==> src/rtl/muldiv_ctrl_pkg.sv <==
`default_nettype none
// ============================================================================
//  Module     : muldiv_ctrl_pkg
//  Description: Shared opcodes, FSM encoding and defaults for the EX-stage
//               multiply/divide controller.
//  Revision   : 1.0  initial release
// ============================================================================
package muldiv_ctrl_pkg;

    // ALU operation codes recognised by the multiply/divide resource
    localparam logic [4:0] c_ALU_MULT  = 5'd16;
    localparam logic [4:0] c_ALU_MULTU = 5'd17;
    localparam logic [4:0] c_ALU_DIV   = 5'd18;
    localparam logic [4:0] c_ALU_DIVU  = 5'd19;

    // Controller state encoding
    typedef enum logic [1:0] {
        MD_IDLE = 2'd0,
        MD_RUN  = 2'd1,
        MD_DONE = 2'd2
    } md_state_e;

    localparam int          c_DIV_ITER_DEF = 32;
    localparam logic [31:0] c_DIV0_LO_DEF  = 32'hFFFF_FFFF;

    // Magnitude of a 32-bit operand; only negative values are negated, and
    // only when the operation is signed.
    function automatic logic [31:0] abs32(input logic [31:0] v, input logic is_signed);
        return (is_signed && v[31]) ? (32'd0 - v) : v;
    endfunction

endpackage
`default_nettype wire

==> src/rtl/muldiv_ctrl_div_step.sv <==
`default_nettype none
// ============================================================================
//  Module     : muldiv_ctrl_div_step
//  Description: One combinational restoring-division iteration. Shifts the
//               next dividend bit into the partial remainder and subtracts the
//               divisor when it fits, shifting the quotient bit in.
//  Revision   : 1.0  initial release
// ============================================================================
module muldiv_ctrl_div_step (
    input  logic [32:0] i_rem,
    input  logic [31:0] i_quo,
    input  logic [31:0] i_divisor,
    output logic [32:0] o_rem,
    output logic [31:0] o_quo
);

    logic [32:0] w_shift;
    logic [32:0] w_diff;
    logic        w_fits;

    // The quotient register doubles as the dividend shift register: its MSB is
    // the next dividend bit to bring down.
    assign w_shift = {i_rem[31:0], i_quo[31]};
    assign w_diff  = w_shift - {1'b0, i_divisor};
    assign w_fits  = i_rem[32] | (w_shift >= {1'b0, i_divisor});

    // Restore (keep the shifted remainder) when the divisor does not fit
    always_comb begin
        o_rem = w_fits ? w_diff : w_shift;
        o_quo = {i_quo[30:0], w_fits};
    end

endmodule
`default_nettype wire

==> src/rtl/muldiv_ctrl.sv <==
`default_nettype none
// ============================================================================
//  Module     : muldiv_ctrl
//  Description: EX-stage multiply/divide sequencer owning HI/LO. Multiplies
//               retire in one cycle; divides run a radix-2 restoring loop and
//               hold the pipeline through stall_req.
//  Revision   : 1.0  initial release
// ============================================================================
module muldiv_ctrl
    import muldiv_ctrl_pkg::*;
#(
    parameter int          DIV_ITER = c_DIV_ITER_DEF,
    parameter logic [31:0] DIV0_LO  = c_DIV0_LO_DEF
) (
    input  logic        clk,
    input  logic        rst,
    input  logic        start,
    input  logic [4:0]  alu_op,
    input  logic [31:0] src_a,
    input  logic [31:0] src_b,
    input  logic        annul,
    output logic        stall_req,
    output logic        busy,
    output logic        done,
    output logic [31:0] hi_o,
    output logic [31:0] lo_o
);

    localparam int                 c_CNT_W = (DIV_ITER > 1) ? $clog2(DIV_ITER) : 1;
    localparam logic [c_CNT_W-1:0] c_LAST  = c_CNT_W'(DIV_ITER - 1);

    md_state_e          r_state;
    logic [c_CNT_W-1:0] r_count;
    logic [32:0]        r_rem;
    logic [31:0]        r_quo;
    logic [31:0]        r_divisor;
    logic               r_qneg;
    logic               r_rneg;
    logic               r_busy;
    logic               r_done;
    logic [31:0]        r_hi;
    logic [31:0]        r_lo;

    logic        w_is_mul;
    logic        w_is_div;
    logic        w_signed;
    logic        w_b_zero;
    logic        w_accept;
    logic [63:0] w_mul_a;
    logic [63:0] w_mul_b;
    logic [63:0] w_prod;
    logic [32:0] w_rem_n;
    logic [31:0] w_quo_n;

    assign w_is_mul = (alu_op == c_ALU_MULT) || (alu_op == c_ALU_MULTU);
    assign w_is_div = (alu_op == c_ALU_DIV)  || (alu_op == c_ALU_DIVU);
    assign w_signed = (alu_op == c_ALU_MULT) || (alu_op == c_ALU_DIV);
    assign w_b_zero = (src_b == 32'd0);
    assign w_accept = (r_state == MD_IDLE) && start && !annul;

    // One shared multiplier: operands are sign- or zero-extended to 64 bits so
    // the low 64 bits of the product are correct for both MULT and MULTU.
    assign w_mul_a = {{32{w_signed & src_a[31]}}, src_a};
    assign w_mul_b = {{32{w_signed & src_b[31]}}, src_b};
    assign w_prod  = w_mul_a * w_mul_b;

    muldiv_ctrl_div_step u_div_step (
        .i_rem     (r_rem),
        .i_quo     (r_quo),
        .i_divisor (r_divisor),
        .o_rem     (w_rem_n),
        .o_quo     (w_quo_n)
    );

    // Hold the pipeline from the accepting cycle of a real divide through the
    // last iteration; an annul drops the request in the same cycle.
    assign stall_req = ((r_state == MD_RUN) && !annul)
                     || (w_accept && w_is_div && !w_b_zero);

    // Controller FSM, divider datapath and architectural HI/LO
    always_ff @(posedge clk) begin
        if (rst) begin
            r_state   <= MD_IDLE;
            r_count   <= '0;
            r_rem     <= '0;
            r_quo     <= '0;
            r_divisor <= '0;
            r_qneg    <= 1'b0;
            r_rneg    <= 1'b0;
            r_busy    <= 1'b0;
            r_done    <= 1'b0;
            r_hi      <= '0;
            r_lo      <= '0;
        end else begin
            r_done <= 1'b0;
            case (r_state)
                MD_IDLE: begin
                    if (w_accept && w_is_mul) begin
                        r_hi   <= w_prod[63:32];
                        r_lo   <= w_prod[31:0];
                        r_done <= 1'b1;
                    end else if (w_accept && w_is_div && w_b_zero) begin
                        r_hi   <= src_a;
                        r_lo   <= DIV0_LO;
                        r_done <= 1'b1;
                    end else if (w_accept && w_is_div) begin
                        r_rem     <= '0;
                        r_quo     <= abs32(src_a, w_signed);
                        r_divisor <= abs32(src_b, w_signed);
                        r_qneg    <= w_signed & (src_a[31] ^ src_b[31]);
                        r_rneg    <= w_signed & src_a[31];
                        r_count   <= '0;
                        r_busy    <= 1'b1;
                        r_state   <= MD_RUN;
                    end
                end
                MD_RUN: begin
                    if (annul) begin
                        r_busy  <= 1'b0;
                        r_state <= MD_IDLE;
                    end else begin
                        r_rem   <= w_rem_n;
                        r_quo   <= w_quo_n;
                        r_count <= r_count + 1'b1;
                        // Final iteration: commit signed results so they are
                        // visible together with done in the DONE cycle.
                        if (r_count == c_LAST) begin
                            r_lo    <= r_qneg ? (32'd0 - w_quo_n) : w_quo_n;
                            r_hi    <= r_rneg ? (32'd0 - w_rem_n[31:0]) : w_rem_n[31:0];
                            r_done  <= 1'b1;
                            r_busy  <= 1'b0;
                            r_state <= MD_DONE;
                        end
                    end
                end
                MD_DONE: begin
                    // The divide has already retired; start here is the same
                    // instruction leaving EX, so it is not re-accepted.
                    r_state <= MD_IDLE;
                end
                default: begin
                    r_busy  <= 1'b0;
                    r_state <= MD_IDLE;
                end
            endcase
        end
    end

    assign busy = r_busy;
    assign done = r_done;
    assign hi_o = r_hi;
    assign lo_o = r_lo;

endmodule
`default_nettype wire
==> config.mk <==
export PLATFORM = sky130hd
export DESIGN_NAME = muldiv_ctrl
export DESIGN_NICKNAME = d
export VERILOG_FILES = /design/src/rtl/muldiv_ctrl_pkg.sv /design/src/rtl/muldiv_ctrl_div_step.sv /design/src/rtl/muldiv_ctrl.sv
export SDC_FILE = /design/constraint.sdc
export NUM_CORES = 2
export LEC_CHECK = 0
export BUFFER_PORTS_ARGS = -buffer_cell sky130_fd_sc_hd__buf_2
export CORE_ASPECT_RATIO = 2
export CORE_UTILIZATION = 25
export DETAILED_ROUTE_END_ITERATION = 16
export MAX_ROUTING_LAYER = met4
export PLACE_DENSITY_LB_ADDON = 0.08
export SKIP_CTS_REPAIR_TIMING = 1
export SKIP_LAST_GASP = 1
export SYNTH_ARGS = -nofsm -noshare
export SYNTH_HDL_FRONTEND = slang
export SYNTH_SLANG_ARGS = --single-unit
==> constraint.sdc <==
create_clock -name clk -period 14.8 [get_ports clk]
set_clock_uncertainty 0.1 [all_clocks]
set_input_delay 3.7 -clock clk [delete_from_list [all_inputs] [get_ports clk]]
set_output_delay 3.7 -clock clk [all_outputs]
set_load 0.02 [all_outputs]
==> run_results.csv <==
group,metric,value,unit
die,start_util,0.2522,
job,cap_violations,0,
critical_path,cp.arrival,13.74,ns
final_layout,multi_input_area,0.04106,mm^2
routing,vias,41328,
critical_path,startpoint_type,"input pin",
clock_tree,cts_buffers,17,
grt,grt_overflow,0,
routing,drc,0,
final_layout,layout.nets,7296,
timing,hold_viol_final,0,
placed_design,dp_hpwl,197500,um
placed_design,io_buffers,139,
yosys,yosys_warnings,0,
die,die_h,637.3,um
grt,grt_max_degree,101,
final_layout,areaGrowthSynthToFinish,8.318,%
timing,clock.fmax,74.43,MHz
critical_path,crit_type,"in -> reg",
yosys,synth_area,0.05045,mm^2
yosys,ys.flop_type,"dfxtp_1",
yosys,async_reset_ff_frac,0,
routing,detail_route.wl_per_cell,28.77,um
run_status,status,"finished clean",
die,die_area,0.2037,mm^2
grt,grt_pass1_vias,45699,
die,io_pins,140,
routing,postRouteWirelength,243300,um
yosys,syn_area_per_cell,8.503,um^2
yosys,synth.distinct_cells,97,
routing,drt_iter0_drc,2363,
critical_path,crit_top_cell,"fa_1",
timing,fin_setup_tns,0,ns
routing,dr.pass1.iters,7,
clock_tree,cts_buffer_depth,2,
critical_path,required,15.11,ns
final_layout,fillers,21791,
clock_tree,clock_sinks,172,
final_layout,drive_gt1_frac,0.06196,
critical_path,critical_path.top_delay_family,"adder cells",
die,row_count,232,
routing,viasPerCell,4.887,
timing,drv_slew,0,
placed_design,gp_congestion,0.8921,
timing,post-route-min-period,13.43,ns
timing,setup-violations-final,0,
clock_tree,clk_latency,0.49,ns
final_layout,seq_area,0.003443,mm^2
timing,tightest_slew,1.221,ns
grt,grt_pass1_wl,342400,um
grt,globalRouteTotalUtil,0.2468,
critical_path,endpoint_kind,"flip-flop",
critical_path,cpPeakStageDelay,0.76,ns
critical_path,cp_max_fo,16,
yosys,synth-seq-area-share,0.06825,
yosys,synth-seq-cells,172,
clock_tree,cts_root_buffer,"clkbuf_16",
clock_tree,htreeDepth,4,
clock_tree,tritoncts,"yes",
worst_hold_path,min_from,"lo_o[29]",
worst_hold_path,hold_class,"reg -> reg",
yosys,syn_nets,7383,
final_layout,mostFrequentLayoutCells,"inv_1 (1198), fa_1 (1126), nand2_1 (962), nor2_1 (300), and2_1 (291)",
grt,antenna_found_initial,34,
yosys,synth_enable_flop_cells,0,
critical_path,crit_buf_inv,6,
timing,rsz0062_at_grt,"no",
die,core,0.2000,mm^2
routing,ant_nets,0,
clock_tree,cts.clk_slew.worst_paths,0.08,ns
final_layout,mostFrequentLayoutCell,"inv_1",
timing,finalCritPeriodShare,0.9078,
yosys,syn_inst,5933,
critical_path,critPathSlowestCell,"fa_1",
critical_path,rr_startpoint,"r_rem[9]",
critical_path,critPathLaunch,"alu_op[3]",
die,dieWidth,319.6,um
timing,relSlewSlack,0.1857,
## tightest hold or removal path, delay by kind of cell, from the launching register on
| kind | cells | cell delay (ns) |
|---|---|---|
| and+or+nand+nor | 2 | 0.09 |
| DFF | 1 | 0.31 |
## layer usage
layer	GRT usage	wire length (um)
met5	-	0
met4	0.1126	12470
met3	0.01704	7225
met2	0.4812	139000
met1	0.2463	84570
## sequential cells by signal (all words and copies together), names as in the netlist
register   flops
hi_o          32
r_count        5
r_rem         33
r_state        2
busy           1
r_quo         32
lo_o          32
r_rneg         1
r_divisor     32
r_qneg         1
done           1
## worst paths after layout
check,endpoint,slack (ns),depth (start not counted)
worst max-delay path,hi_o[31],1.37,30
worst min-delay path,lo_o[29],0.35,2
worst max register to register,hi_o[16],9.07,18
worst min register to register,lo_o[29],0.35,2
## final cells by class
class / instances / area share
Multi-Input combinational cell: 4174 / 0.7514
Inverter: 1201 / 0.08254
Sequential cell: 172 / 0.06301
Tap cell: 2574 / 0.05894
Timing Repair Buffer: 280 / 0.03286
Clock buffer: 19 / 0.008105
Clock inverter: 13 / 0.002015
Antenna cell: 24 / 0.001099
## cell families after synthesis
logic type,Yosys count,synth area share
compound gates,733,0.09819
flops,172,0.06825
simple gates,1826,0.1632
mux,31,0.006175
fa+ha+maj,1377,0.5091
xor+xnor,207,0.03594
buf+inv,1587,0.1192
## synthesized netlist by cell type (all sizes together) (7+ instances only)
master | number | area [um^2]
inv | 1199 | 4503
fa | 1126 | 22540
nand2 | 965 | 3625
clkbuf | 318 | 1195
nor2 | 307 | 1155
and2 | 293 | 1836
ha | 251 | 3141
a21oi | 216 | 1096
dfxtp | 172 | 3443
xnor2 | 112 | 980.9
o21ai | 109 | 564.3
xor2 | 95 | 832.1
a211oi | 75 | 583.1
buf | 68 | 307.8
a31oi | 55 | 350.3
nand3 | 49 | 245.2
nor3 | 42 | 210.2
o211ai | 37 | 282.8
a21o | 35 | 262.8
and3 | 35 | 219.0
a221oi | 31 | 290.3
mux2i | 30 | 300.3
o221ai | 27 | 236.5
or3 | 23 | 143.9
nand2b | 22 | 137.6
o31ai | 21 | 162.6
o21a | 18 | 135.1
nand4 | 16 | 100.1
nor4 | 16 | 121.4
o21bai | 16 | 120.1
nor2b | 14 | 90.09
a311oi | 13 | 113.9
o41ai | 13 | 121.4
or4 | 10 | 78.82
a21boi | 9 | 67.57
a22oi | 9 | 67.56
and4 | 7 | 61.31
## metrics by stage
step	hold slack, ns	worst slack (ns)	std cells	instance area (um^2)	utilization
6_report	0.3452	1.365	8457	54650	0.2732
2_1_floorplan	0.3319	2.370	5933	50450	-
4_1_cts	0.3514	1.439	8433	54590	0.2729
3_5_place_dp	0.3403	0.9206	8401	54030	0.2702
3_3_place_gp	0.3366	0.9357	8401	54030	0.2702
5_1_grt	0.3622	0.9383	8444	54610	0.2731
Power is not shown: default switching activity piles up to over one toggle a cycle in this logic, so the estimate is an artifact.
